File: config.mk
export PLATFORM = sky130hd
export DESIGN_NAME = pipe_hazard_ctrl_flat
export DESIGN_NICKNAME = d
export VERILOG_FILES = /design/src/rtl/pipe_hazard_ctrl_pkg.sv /design/src/rtl/pipe_hazard_ctrl_if.sv /design/src/rtl/pipe_perf_cnt.sv /design/src/rtl/pipe_hazard_ctrl.sv /design/src/flat_wrapper.sv
export SDC_FILE = /design/constraint.sdc
export NUM_CORES = 1
export LEC_CHECK = 0
export ABC_AREA = 1
export BUFFER_PORTS_ARGS = -buffer_cell sky130_fd_sc_hd__buf_2
export CAP_MARGIN = 20
export CORE_UTILIZATION = 47
export CTS_CLUSTER_DIAMETER = 150
export DETAILED_ROUTE_END_ITERATION = 10
export PLACE_DENSITY = 0.82
export SYNTH_ARGS = -nofsm -noshare
export SYNTH_HDL_FRONTEND = slang
export SYNTH_SLANG_ARGS = --single-unit
File: constraint.sdc
create_clock -name clk -period 3.35 [get_ports clk]
set_clock_uncertainty 0.1 [all_clocks]
set_input_delay 0.67 -clock clk [delete_from_list [all_inputs] [get_ports clk]]
set_output_delay 0.67 -clock clk [all_outputs]
set_load 0.02 [all_outputs]
File: src/rtl/pipe_hazard_ctrl_pkg.sv
// Shared configuration for the pipeline hazard controller: default geometry,
// stage names and the NOP encoding that bubble insertion loads.
package pipe_hazard_ctrl_pkg;

   localparam int DEF_NUM_STAGES = 5;
   localparam int DEF_STAGE_W    = 3;
   localparam int DEF_ADDR_W     = 32;
   localparam int DEF_CNT_W      = 16;

   typedef enum logic [DEF_STAGE_W-1:0] {
      STG_IF  = 3'd0,
      STG_ID  = 3'd1,
      STG_EX  = 3'd2,
      STG_MEM = 3'd3,
      STG_WB  = 3'd4
   } stage_e;

   // addi x0, x0, 0
   localparam logic [31:0] NOP_INSN = 32'h0000_0013;

endpackage

File: src/rtl/pipe_hazard_ctrl_if.sv
// Request/control bundle between the pipeline datapath (master) and the hazard
// controller (slave).
interface pipe_hazard_ctrl_if
   import pipe_hazard_ctrl_pkg::*;
#(
   parameter int NUM_STAGES = DEF_NUM_STAGES,
   parameter int STAGE_W    = DEF_STAGE_W,
   parameter int ADDR_W     = DEF_ADDR_W,
   parameter int CNT_W      = DEF_CNT_W
);
   logic                        rdy;
   logic [NUM_STAGES-1:0]       stall_req_i;
   logic                        flush_req_i;
   logic [STAGE_W-1:0]          flush_stage_i;
   logic [ADDR_W-1:0]           flush_pc_i;
   logic                        cnt_clr_i;
   logic [NUM_STAGES-1:0]       stall_o;
   logic [NUM_STAGES-1:0]       bubble_o;
   logic [NUM_STAGES-1:0]       flush_o;
   logic                        redirect_o;
   logic [ADDR_W-1:0]           redirect_pc_o;
   logic                        flush_pending_o;
   logic [NUM_STAGES*CNT_W-1:0] stall_cnt_o;

   modport master (
      output rdy, stall_req_i, flush_req_i, flush_stage_i, flush_pc_i, cnt_clr_i,
      input  stall_o, bubble_o, flush_o, redirect_o, redirect_pc_o,
             flush_pending_o, stall_cnt_o
   );

   modport slave (
      input  rdy, stall_req_i, flush_req_i, flush_stage_i, flush_pc_i, cnt_clr_i,
      output stall_o, bubble_o, flush_o, redirect_o, redirect_pc_o,
             flush_pending_o, stall_cnt_o
   );
endinterface

File: src/rtl/pipe_perf_cnt.sv
// Saturating stall-cycle counter; clear wins over increment.
module pipe_perf_cnt #(
   parameter int CNT_W = 16
) (
   input  logic             clk,
   input  logic             rst,
   input  logic             inc,
   input  logic             clr,
   output logic [CNT_W-1:0] cnt
);
   // NOTE: sequential state uses non-blocking assignments so every register
   // samples the pre-edge values regardless of process ordering.
   always_ff @(posedge clk) begin
      if (rst || clr)
         cnt <= '0;
      else if (inc && cnt != '1)
         cnt <= cnt + 1'b1;
   end
endmodule

File: src/rtl/pipe_hazard_ctrl.sv
// Stall/flush arbitration for an N-stage in-order pipeline with a pending-flush
// register, so a redirect resolved behind an older stalled stage is replayed later.
module pipe_hazard_ctrl
   import pipe_hazard_ctrl_pkg::*;
#(
   parameter int NUM_STAGES = DEF_NUM_STAGES,
   parameter int STAGE_W    = DEF_STAGE_W,
   parameter int ADDR_W     = DEF_ADDR_W,
   parameter int CNT_W      = DEF_CNT_W
) (
   input logic              clk,
   input logic              rst,
   pipe_hazard_ctrl_if.slave bus
);

   typedef struct packed {
      logic               valid;
      logic [STAGE_W-1:0] stage;
      logic [ADDR_W-1:0]  pc;
   } flush_cand_t;

   flush_cand_t           pend_q;
   flush_cand_t           live;
   flush_cand_t           cand;
   logic                  stall_any;
   logic [STAGE_W-1:0]    k;
   logic                  flush_apply;
   logic [NUM_STAGES-1:0] inc;
   logic [NUM_STAGES-1:0] stall_v;
   logic [NUM_STAGES-1:0] bubble_v;
   logic [NUM_STAGES-1:0] flush_v;
   logic [CNT_W-1:0]      cnt [NUM_STAGES];

   // NOTE: every always_comb output gets a default first so no path can infer a latch.
   always_comb begin
      stall_any = 1'b0;
      k         = '0;
      for (int i = 0; i < NUM_STAGES; i++) begin
         if (bus.stall_req_i[i]) begin
            stall_any = 1'b1;
            k         = STAGE_W'(i);
         end
      end

      live.valid = bus.flush_req_i && bus.flush_stage_i != '0 &&
                   int'(bus.flush_stage_i) < NUM_STAGES;
      live.stage = bus.flush_stage_i;
      live.pc    = bus.flush_pc_i;

      // The older (higher-stage) redirect kills the younger one; ties go to the live request.
      cand = pend_q;
      if (live.valid && (!pend_q.valid || live.stage >= pend_q.stage))
         cand = live;

      flush_apply = !rst && bus.rdy && cand.valid && (!stall_any || k < cand.stage);
   end

   always_comb begin
      stall_v  = '0;
      bubble_v = '0;
      flush_v  = '0;
      inc      = '0;
      if (!rst) begin
         if (!bus.rdy) begin
            stall_v = '1;
         end else begin
            for (int i = 0; i < NUM_STAGES; i++) begin
               stall_v[i]  = stall_any && i <= int'(k);
               bubble_v[i] = stall_any && i == int'(k) + 1;
               inc[i]      = stall_any && i == int'(k) && !flush_apply;
               if (flush_apply && i <= int'(cand.stage)) begin
                  stall_v[i]  = 1'b0;
                  bubble_v[i] = 1'b0;
                  flush_v[i]  = (i != 0);
               end
            end
         end
      end
   end

   assign bus.stall_o         = stall_v;
   assign bus.bubble_o        = bubble_v;
   assign bus.flush_o         = flush_v;
   assign bus.redirect_o      = flush_apply;
   assign bus.redirect_pc_o   = flush_apply ? cand.pc : '0;
   assign bus.flush_pending_o = pend_q.valid;

   // Whatever survives the merge is remembered unless it was applied this cycle.
   always_ff @(posedge clk) begin
      if (rst) begin
         pend_q <= '0;
      end else begin
         pend_q <= cand;
         if (flush_apply)
            pend_q.valid <= 1'b0;
      end
   end

   // NOTE: the counters are reset explicitly; their value is architecturally visible.
   for (genvar g = 0; g < NUM_STAGES; g++) begin : g_cnt
      pipe_perf_cnt #(.CNT_W(CNT_W)) u_cnt (
         .clk (clk),
         .rst (rst),
         .inc (inc[g]),
         .clr (bus.cnt_clr_i),
         .cnt (cnt[g])
      );
   end

   always_comb begin
      bus.stall_cnt_o = '0;
      for (int i = 0; i < NUM_STAGES; i++)
         bus.stall_cnt_o[i*CNT_W +: CNT_W] = cnt[i];
   end

endmodule

File: src/flat_wrapper.sv
// flat-port wrapper written by rule: the top's interface ports become plain ports
module pipe_hazard_ctrl_flat import pipe_hazard_ctrl_pkg::*;
#(
   parameter int NUM_STAGES = DEF_NUM_STAGES,
   parameter int STAGE_W    = DEF_STAGE_W,
   parameter int ADDR_W     = DEF_ADDR_W,
   parameter int CNT_W      = DEF_CNT_W
)
  (clk, rst, bus_rdy, bus_stall_req_i, bus_flush_req_i, bus_flush_stage_i, bus_flush_pc_i, bus_cnt_clr_i, bus_stall_o, bus_bubble_o, bus_flush_o, bus_redirect_o, bus_redirect_pc_o, bus_flush_pending_o, bus_stall_cnt_o);
  pipe_hazard_ctrl_if #(.NUM_STAGES(NUM_STAGES), .STAGE_W(STAGE_W), .ADDR_W(ADDR_W), .CNT_W(CNT_W)) bus_i ();
  input logic clk;
  input logic rst;
  input wire logic [$bits(bus_i.rdy)-1:0] bus_rdy;
  input wire logic [$bits(bus_i.stall_req_i)-1:0] bus_stall_req_i;
  input wire logic [$bits(bus_i.flush_req_i)-1:0] bus_flush_req_i;
  input wire logic [$bits(bus_i.flush_stage_i)-1:0] bus_flush_stage_i;
  input wire logic [$bits(bus_i.flush_pc_i)-1:0] bus_flush_pc_i;
  input wire logic [$bits(bus_i.cnt_clr_i)-1:0] bus_cnt_clr_i;
  output wire logic [$bits(bus_i.stall_o)-1:0] bus_stall_o;
  output wire logic [$bits(bus_i.bubble_o)-1:0] bus_bubble_o;
  output wire logic [$bits(bus_i.flush_o)-1:0] bus_flush_o;
  output wire logic [$bits(bus_i.redirect_o)-1:0] bus_redirect_o;
  output wire logic [$bits(bus_i.redirect_pc_o)-1:0] bus_redirect_pc_o;
  output wire logic [$bits(bus_i.flush_pending_o)-1:0] bus_flush_pending_o;
  output wire logic [$bits(bus_i.stall_cnt_o)-1:0] bus_stall_cnt_o;
  assign bus_i.rdy = bus_rdy;
  assign bus_i.stall_req_i = bus_stall_req_i;
  assign bus_i.flush_req_i = bus_flush_req_i;
  assign bus_i.flush_stage_i = bus_flush_stage_i;
  assign bus_i.flush_pc_i = bus_flush_pc_i;
  assign bus_i.cnt_clr_i = bus_cnt_clr_i;
  assign bus_stall_o = bus_i.stall_o;
  assign bus_bubble_o = bus_i.bubble_o;
  assign bus_flush_o = bus_i.flush_o;
  assign bus_redirect_o = bus_i.redirect_o;
  assign bus_redirect_pc_o = bus_i.redirect_pc_o;
  assign bus_flush_pending_o = bus_i.flush_pending_o;
  assign bus_stall_cnt_o = bus_i.stall_cnt_o;
  pipe_hazard_ctrl #(.NUM_STAGES(NUM_STAGES), .STAGE_W(STAGE_W), .ADDR_W(ADDR_W), .CNT_W(CNT_W)) u_core (.clk(clk), .rst(rst), .bus(bus_i));
endmodule
==> impl_metrics.yaml, run 1 <==
floorplanning:
  die_h_um: 116
  ios: 174
  initial_core_util_pct: 48.3
  rows: 41
  dieArea_um2: 13400
  design.core.area_um2: 12600
  die_w_um: 116
grt:
  grt_pass1_wl_um: 25800
  grt_overflow: 0
  grt_pass1_vias: 5537
  grt_use_total_pct: 24.4
  grt_max_degree: 43
  antenna_found_initial: 0
critical_path:
  path_class: "in -> out"
  crit_arrival_ps: 2740
  cp.required_ps: 2580
  r2r-end: "u_core.g_cnt[3].u_cnt.cnt[7]"
  reg2reg_setup_slack_ps: 320
  cp-endpoint: "bus_redirect_pc_o[30]"
  r2r_cells: 20
  crit_fanout: 7
  startpoint: "bus_flush_stage_i[0]"
  r2r_start: "u_core.pend_q[32]"
  start_kind: "input port"
  endpoint_kind: "output pin"
power_and_ir_drop:
  pwr-share-clk_pct: 51.2
  seq_power_share_pct: 38.3
  pwr-share-comb_pct: 10.5
  power_density_nw_per_um2: 433
  sw_frac_of_total_pct: 24.0
  p_switching_uw: 889
  p_int_mw: 2.82
  p_leak_nw: 3.84
  ir_worst_vdd_mv: 0.296
synth:
  ys.flop_type: "dfxtp_1"
  muxShareOfSynthArea_pct: 5.26
  synth_area_leader_cell: "dfxtp_1"
  async_reset_ff_share_pct: 0
  yosys.area_share.adder_pct: 1.85
  yosysUniqueCellTypes: 34
  postSynthCellCount: 884
  synth-edff-count: 0
  synth-compound-area-share_pct: 8.21
  synth_area_um2: 6090
  yosys_warnings: 0
  yosys.area.top_type_share_pct: 38.1
  synth-seq-cells: 116
  synth_top_family_by_area: "simple AND/OR/NAND/NOR gates"
  yosysSeqAreaShare_pct: 38.1
  synth-simple-area-share_pct: 31.6
  synthTopCellsByArea: "dfxtp_1 (38%), nand2_1 (12%), nor2_1 (9.1%)"
  synth-xor-area-share_pct: 5.46
  synth.avg_cell_area_um2: 6.89
clock_network:
  cts_buffer_depth: 2
  clk_pin_slew_worst_paths_ps: 50
  cts_tree: "built"
  clk_latency_ps: 410
  h-tree-depth: 4
  root_buffer: "clkbuf_16"
  clkSinkCount: 116
  numCtsBuffers: 17
sta:
  rsz0062_at_grt: "true"
  slew_violations: 0
  setup_viol_count_final: 40
  tightest_slew_ps: 711
  fmax_mhz: 285
  period_share_pct: 105
  slew_headroom_pct: 52.2
  timing.final.ws_setup_ps: -159
  hold_violations: 0
  fin_crit_ps: 3510
layout:
  mostFrequentLayoutCells: "nand2_1 (181), buf_2 (132), nor2_1 (125)"
  antennaDiodeCount: 0
  drive_gt1_share_pct: 29.0
  fin_nets: 1142
  layout.cells.most_common: "nand2_1"
  n_fill_cell: 1043
  syn_to_final_growth_pct: 40.5
  stdcell_area_um2: 8560
job:
  drv_cap: 0
detailed_routing:
  drc: 0
  ant_nets: 0
  dr.first_iter.drc_count: 494
  wirelength_um: 17800
  vias: 6494
  routed_via_density: 5.10
  wire_per_inst_um: 14.0
  dr.pass1.iters: 6
place:
  hpwlAfterDp_um: 11400
  dpl_worst_slack_ps: -176
  routabilityCongestion: 0.910
  placed_area_um2: 7310
  port_buffers: 171
run_status:
  status: "complete, but fails checks"
  failed_checks: "setup timing"
min_path:
  min_path_type: "reg -> reg"
critical path: stages:
cell and delay [ps]:
buf_8 100, inv_12 30, ha_4 250, inv_2 30
nand2_1 40, nand3_1 70, nand2_2 100, nand2_4 90
buf_6 130, nand2_1 110, nand3_1 150, nand2_4 130
nand2_4 60, nand2_4 80, nand2_8 90, buf_4 170
clkbuf_16 150, nor2_1 110, buf_4 160
logic make-up after synthesis:
kind of cell / Yosys count
muxes: 32
other: 1
buffers and inverters: 142
and+or+nand+nor: 450
xor gates and xnor gates: 38
DFF: 116
AOI/OAI and AO/OA: 96
adders and majority gates: 9
layer usage:
layer	vias up	part of all wire (%)	GRT usage, %
met5	-	0	0
met4	0	4.7	11.2
met3	71	5.5	5.65
met2	257	48	40.1
met1	2946	41	30.3
li1	3220	-	-
per-stage QoR:
stage | hold slack, ps | total power, mW | setup TNS [ps] | utilization [%] | cells
2_1_floorplan | 361 | 1.63 | -100 | - | 885
5_1_grt | 423 | 3.84 | -5280 | 67.9 | 1273
4_1_cts | 382 | 3.64 | -6.36 | 63.9 | 1261
3_5_place_dp | 374 | 1.73 | -2980 | 57.9 | 1224
6_report | 384 | 3.71 | -3530 | 67.9 | 1273
3_3_place_gp | 371 | 1.73 | -1450 | 57.9 | 1224
power by group through the flow:
stage | registers (mW) | clock network [mW] | logic [mW]
2_1_floorplan | 1.45 | 0 | 0.186
3_3_place_gp | 1.45 | 0 | 0.280
3_5_place_dp | 1.45 | 0 | 0.286
4_1_cts | 1.42 | 1.92 | 0.309
5_1_grt | 1.42 | 2.00 | 0.417
6_report | 1.42 | 1.90 | 0.390
sequential cells by signal, indices dropped and copies added (netlist names):
| signal | cells |
|---|---|
| u_core.bus.flush_pending_o | 1 |
| u_core.pend_q | 35 |
| u_core.g_cnt.u_cnt.cnt | 80 |
timing repair:
| action | 4_1_cts | 5_1_grt |
|---|---|---|
| pin swaps | 12 | 5 |
| cloned | 0 | 5 |
| setup endpoints to repair | 43 | 45 |
| gates resized for setup | 33 | 99 |
| hold buffers | 0 | 0 |
| setup buffers | 5 | 7 |
cells in the mapped netlist, types with 5 or more instances:
| cell | count |
|---|---|
| nand2_1 | 192 |
| nor2_1 | 147 |
| dfxtp_1 | 116 |
| inv_1 | 108 |
| a21oi_1 | 58 |
| nand3_1 | 35 |
| o21ai_0 | 33 |
| mux2i_1 | 32 |
| nor3_1 | 32 |
| xor2_1 | 27 |
| clkbuf_1 | 13 |
| nand4_1 | 13 |
| xnor2_1 | 11 |
| buf_2 | 10 |
| ha_1 | 9 |
| nor4_1 | 8 |
| buf_4 | 6 |
| nor3b_1 | 6 |
| nor2_2 | 5 |
layout make-up:
cell class	count	area, µm²	share of cell area (%)
multi-input cells	627	3480	40.6
flip-flops and latches	116	2320	27.1
repair buffers	214	1490	17.4
clock buffers	18	439	5.13
inverters	112	437	5.10
well taps	172	215	2.51
clock inverters	14	185	2.16
worst min-delay path by stage:
stage / startpoint / endpoint / slack, ps / cells after the start
6_report: u_core.g_cnt[3].u_cnt.cnt[15] / u_core.g_cnt[3].u_cnt.cnt[15] / 380 / 2
5_1_grt: u_core.pend_q[13] / u_core.pend_q[13] / 420 / 2
4_1_cts: u_core.g_cnt[3].u_cnt.cnt[15] / u_core.g_cnt[3].u_cnt.cnt[15] / 380 / 2
3_5_place_dp: u_core.g_cnt[3].u_cnt.cnt[15] / u_core.g_cnt[3].u_cnt.cnt[15] / 370 / 2
3_3_place_gp: u_core.g_cnt[3].u_cnt.cnt[15] / u_core.g_cnt[3].u_cnt.cnt[15] / 370 / 2
2_1_floorplan: u_core.pend_q[0] / u_core.pend_q[0] / 360 / 2
No activity file was read; power rests on OpenSTA's default activity.
==> run 2, diff against run 1 <==
--- a/config.mk
+++ b/config.mk
@@ -8,10 +8,10 @@
 export ABC_AREA = 1
 export BUFFER_PORTS_ARGS = -buffer_cell sky130_fd_sc_hd__buf_2
 export CAP_MARGIN = 20
-export CORE_UTILIZATION = 47
+export CORE_UTILIZATION = 25
 export CTS_CLUSTER_DIAMETER = 150
 export DETAILED_ROUTE_END_ITERATION = 10
-export PLACE_DENSITY = 0.82
+export PLACE_DENSITY = 0.52
 export SYNTH_ARGS = -nofsm -noshare
 export SYNTH_HDL_FRONTEND = slang
 export SYNTH_SLANG_ARGS = --single-unit
==> impl_metrics.yaml, run 2 (synthesis results as in run 1) <==
run_status:
  status: "complete, but fails checks"
  failed_checks: "setup timing"
layout:
  drive_gt1_share_pct: 29.9
  largest_reg_flops: 80
  syn_to_final_growth_pct: 45.8
  fin_nets: 1145
  layout.cells.most_common: "nand2_1"
  top_register: "u_core.g_cnt.u_cnt.cnt"
  stdcell_area_um2: 8890
  mostFrequentLayoutCells: "nand2_1 (181), buf_2 (129), nor2_1 (119)"
sta:
  period_share_pct: 102
  setup_viol_count_final: 16
  hold_violations: 0
  rsz0062_at_grt: "true"
  fmax_mhz: 293
  tightest_slew_ps: 749
  slew_headroom_pct: 49.6
  slew_violations: 0
  fin_crit_ps: 3410
  timing.final.ws_setup_ps: -58.4
critical_path:
  r2r_start: "u_core.pend_q[32]"
  critical_path.max_stage_delay_ps: 240
  r2r_cells: 19
  crit_fanout: 11
  r2r-end: "u_core.g_cnt[3].u_cnt.cnt[7]"
  cp.required_ps: 2580
  path_class: "in -> out"
  startpoint: "bus_flush_stage_i[0]"
  cp-endpoint: "bus_redirect_pc_o[4]"
  slowest_stage: "ha_4"
  reg2reg_setup_slack_ps: 460
  endpoint_kind: "output pin"
  crit_arrival_ps: 2640
  start_kind: "input port"
  path_common_cell: "nand2_2"
  crit_chain: "buf_12 -> inv_12 -> ha_4 -> inv_2 -> nand2_1 -> nand3_1 -> nand2_2 -> nand2_4 -> o21ai_4 -> ha_4 -> nand2_2 -> nand2_2 -> nand2_4 -> nand2_8 -> buf_12 -> buf_4 -> nor2_2 -> buf_6"
place:
  routabilityCongestion: 0.846
  port_buffers: 171
  placed_area_um2: 7620
  hpwlAfterDp_um: 13100
grt:
  grt_max_degree: 43
  grt_pass1_vias: 5443
  grt_overflow: 0
  antenna_found_initial: 1
  grt_use_total_pct: 14.4
  grt_pass1_wl_um: 28200
clock_network:
  root_buffer: "clkbuf_16"
  h-tree-depth: 4
  hold_buffers: 0
  cts_buffer_depth: 2
  clk_pin_slew_worst_paths_ps: 50
  cts_tree: "built"
  clkSinkCount: 116
  numCtsBuffers: 17
  clk_latency_ps: 410
floorplanning:
  ios: 174
  initial_core_util_pct: 25.7
  design.core.area_um2: 23700
  die_w_um: 158
  rows: 56
  dieArea_um2: 25000
  die_h_um: 158
power_and_ir_drop:
  power_density_nw_per_um2: 434
  ir_worst_vdd_mv: 0.266
  p_leak_nw: 3.88
  total_power_mw: 3.86
detailed_routing:
  dr.first_iter.drc_count: 339
  routed_via_density: 4.34
  wire_per_inst_um: 12.8
  drc: 0
  dr.pass1.iters: 4
  vias: 6182
  ant_nets: 0
  wirelength_um: 18200
min_path:
  min_path_type: "reg -> reg"
job:
  drv_cap: 0
-- run 2: cell types whose count changed in the layout (fill, tap and decap cells not counted), sizes merged --
cell	delta
buf	+6
bufinv	+2
clkinv	-2
clkinvlp	-3
diode	+1
-- run 2: critical path: cells and delay by family --
kind	cells	cell delay [ps]
and+or+nand+nor	9	680
AOI/OAI and AO/OA	1	170
adders and majority gates	2	470
buffers and inverters	6	630
-- run 2: cell type report --
cell class / instances / area (µm²)
fillers: 2547 / 14800
multi-input cells: 627 / 3490
flip-flops and latches: 116 / 2320
repair buffers: 217 / 1580
clock buffers: 21 / 450
inverters: 112 / 439
well taps: 319 / 399
clock inverters: 11 / 205
diodes: 1 / 2.50
-- run 2: timing repair --
item,CTS,global route
resized for setup,40,123
cloned,0,2
pin swaps,15,9
buffers inserted,4,4
setup endpoints to repair,44,43
-- run 2: how the worst min path moves through the flow --
stage                                    end                     startpoint  cells past startpoint
4_1_cts        u_core.g_cnt[2].u_cnt.cnt[15]  u_core.g_cnt[2].u_cnt.cnt[15]                      2
3_5_place_dp   u_core.g_cnt[2].u_cnt.cnt[15]  u_core.g_cnt[2].u_cnt.cnt[15]                      2
6_report       u_core.g_cnt[2].u_cnt.cnt[15]  u_core.g_cnt[2].u_cnt.cnt[15]                      2
3_3_place_gp   u_core.g_cnt[2].u_cnt.cnt[15]  u_core.g_cnt[2].u_cnt.cnt[15]                      2
2_1_floorplan               u_core.pend_q[0]               u_core.pend_q[0]                      2
5_1_grt        u_core.g_cnt[3].u_cnt.cnt[15]  u_core.g_cnt[3].u_cnt.cnt[15]                      2
-- run 2: per-layer routing --
layer	up-vias	part of all wire, %	global-route usage, %
li1	3230	-	-
met1	2812	45	17.8
met2	120	49	24.4
met3	20	4.4	3.18
met4	0	1.7	5.45
met5	-	0	0
-- run 2: where the power goes --
part           internal (mW)  switching [mW]  total (mW)  leakage, nW
registers               1.41         0.00960        1.42        0.940
clock network           1.41           0.659        2.07        0.325
logic                  0.152           0.219       0.371         2.61
total                   2.97           0.888        3.86         3.88
-- run 2: stage by stage --
stage / TNS [ps] / hold slack, ps / utilization (%) / worst slack (ps) / cells
CTS: -19.5 / 379 / 35.5 / -15.1 / 1418
detailed placement: -6050 / 371 / 32.2 / -195 / 1382
global placement: -4850 / 366 / 32.2 / -155 / 1382
global route: -3350 / 417 / 37.5 / -157 / 1424
floorplan: -100 / 361 / - / -75.6 / 885
finish: -353 / 378 / 37.5 / -58.4 / 1424
==> run 3, diff against run 2 <==
--- a/config.mk
+++ b/config.mk
@@ -8,10 +8,10 @@
 export ABC_AREA = 1
 export BUFFER_PORTS_ARGS = -buffer_cell sky130_fd_sc_hd__buf_2
 export CAP_MARGIN = 20
-export CORE_UTILIZATION = 25
+export CORE_UTILIZATION = 40
 export CTS_CLUSTER_DIAMETER = 150
 export DETAILED_ROUTE_END_ITERATION = 10
-export PLACE_DENSITY = 0.52
+export PLACE_DENSITY = 0.73
 export SYNTH_ARGS = -nofsm -noshare
 export SYNTH_HDL_FRONTEND = slang
 export SYNTH_SLANG_ARGS = --single-unit
==> impl_metrics.yaml, run 3 (synthesis results as in run 1) <==
clock_network:
  clk_pin_slew_worst_paths_ps: 50
  clkSinkCount: 116
  hold_buffers: 0
  cts_tree: "built"
  clk_latency_ps: 410
  cts_buffer_depth: 2
  numCtsBuffers: 17
  h-tree-depth: 4
  root_buffer: "clkbuf_16"
sta:
  timing.final.ws_setup_ps: -51.2
  hold_violations: 0
  slew_violations: 0
  fin_crit_ps: 3400
  fmax_mhz: 294
  period_share_pct: 102
  rsz0062_at_grt: "true"
  setup_viol_count_final: 16
  slew_headroom_pct: 47.3
  tightest_slew_ps: 783
  tns_ps: -340
power_and_ir_drop:
  p_leak_nw: 3.75
  power_density_nw_per_um2: 422
  ir_worst_vdd_mv: 0.387
layout:
  mostFrequentLayoutCells: "nand2_1 (178), nor2_1 (139), buf_2 (137)"
  final_util_pct: 56.5
  syn_to_final_growth_pct: 36.4
  antennaDiodeCount: 0
  drive_gt1_share_pct: 28.1
  layout.cells.most_common: "nand2_1"
  multiInputGateArea_um2: 3420
  largest_reg_flops: 80
  fin_nets: 1136
  top_register: "u_core.g_cnt.u_cnt.cnt"
  n_fill_cell: 1371
  regArea_um2: 2330
critical_path:
  r2r_cells: 22
  r2r_start: "u_core.pend_q[34]"
  reg2reg_setup_slack_ps: 320
  endpoint_kind: "output pin"
  start_kind: "input port"
  crit_fanout: 5
  r2r-end: "u_core.g_cnt[3].u_cnt.cnt[7]"
  cp.required_ps: 2580
  path_class: "in -> out"
  crit_arrival_ps: 2630
detailed_routing:
  wirelength_um: 16600
  ant_nets: 0
  vias: 6242
  wire_per_inst_um: 13.0
  drc: 9
  routed_via_density: 4.88
  dr.first_iter.drc_count: 335
  dr.pass1.iters: 8
place:
  port_buffers: 171
  hpwlAfterDp_um: 11700
  routabilityCongestion: 0.913
  dpl_worst_slack_ps: -168
grt:
  grt_use_total_pct: 21.2
  grt_overflow: 0
  grt_max_degree: 43
  grt_pass1_vias: 5636
  grt_pass1_wl_um: 26700
  antenna_found_initial: 1
floorplanning:
  rows: 44
  ios: 174
  die_h_um: 125
  initial_core_util_pct: 41.5
  design.core.area_um2: 14700
  dieArea_um2: 15700
  die_w_um: 125
min_path:
  hp-start: "u_core.g_cnt[3].u_cnt.cnt[15]"
  min_path_cells: 2
  min_path_type: "reg -> reg"
  min_to: "u_core.g_cnt[3].u_cnt.cnt[15]"
run_status:
  status: "complete, but fails checks"
  failed_checks: "DRC, setup timing"
job:
  drv_cap: 0
## run 3: cell count changes in the layout (fill, tap and decap cells not counted), moves of 4 or more
| cell | before | now |
|---|---|---|
| nor2_1 | 119 | 139 |
| buf_6 | 33 | 16 |
| nor2_2 | 16 | 6 |
| nor2_4 | 18 | 8 |
| buf_2 | 129 | 137 |
| buf_4 | 43 | 51 |
| buf_12 | 8 | 3 |
| bufinv_16 | 6 | 2 |
## run 3: repair_timing
action,CTS,global route
setup endpoints to repair,46,46
gates cloned,0,1
resized for setup,31,77
endpoints found under the hold margin,0,0
setup buffers,4,2
pin swaps,13,16
## run 3: cell type report
type | instances | area share [%]
multi-input combinational | 627 | 41.2
sequential | 116 | 28.0
timing repair buffer | 208 | 16.0
clock buffer | 21 | 5.42
inverter | 112 | 5.28
tap | 184 | 2.77
clock inverter | 11 | 1.32
## run 3: worst max-delay path by stage
stage / from / to / slack, ps
6_report: bus_flush_stage_i[0] / bus_stall_o[2] / -50
5_1_grt: u_core.pend_q[34] / bus_stall_o[1] / -160
4_1_cts: u_core.pend_q[34] / bus_stall_o[2] / -20
3_5_place_dp: bus_flush_stage_i[0] / bus_stall_o[3] / -170
3_3_place_gp: bus_flush_stage_i[0] / bus_stall_o[3] / -130
2_1_floorplan: bus_flush_stage_i[0] / bus_stall_o[1] / -80
## run 3: per-layer routing
metal / track usage (%) / part of all wire (%)
met1: 26.1 / 46
met2: 35.8 / 49
met3: 5.35 / 4.1
met4: 7.46 / 1.5
met5: 0 / 0.060
## run 3: power breakdown
| part | leakage, nW | total (mW) | switching (mW) | internal (mW) |
|---|---|---|---|---|
| Sequential | 0.940 | 1.42 | 0.00992 | 1.41 |
| Clock | 0.276 | 1.74 | 0.637 | 1.10 |
| Combinational | 2.53 | 0.348 | 0.207 | 0.141 |
## run 3: critical path: stages
cell     delay (ps)
buf_12           90
inv_12           30
ha_4            240
inv_2            30
nand2_2          50
nand3_2          90
nand2_4         110
nand2_8          70
o21ai_4         180
ha_4            220
nand2_2          60
nand2_2          50
nand2_2          80
nand2_4          80
nor2_4          140
buf_6           130
inv_4            40
nand2_4          50
a21oi_2          50
buf_4           170
## run 3: per-stage QoR
stage          hold WS [ps]  power (mW)  instance area [µm²]  instances
3_5_place_dp            378        1.74                 7370       1241
3_3_place_gp            373        1.74                 7370       1241
2_1_floorplan           361        1.63                 6180        885
5_1_grt                 406        3.64                 8310       1279
6_report                386        3.51                 8310       1279
4_1_cts                 388        3.51                 8050       1276
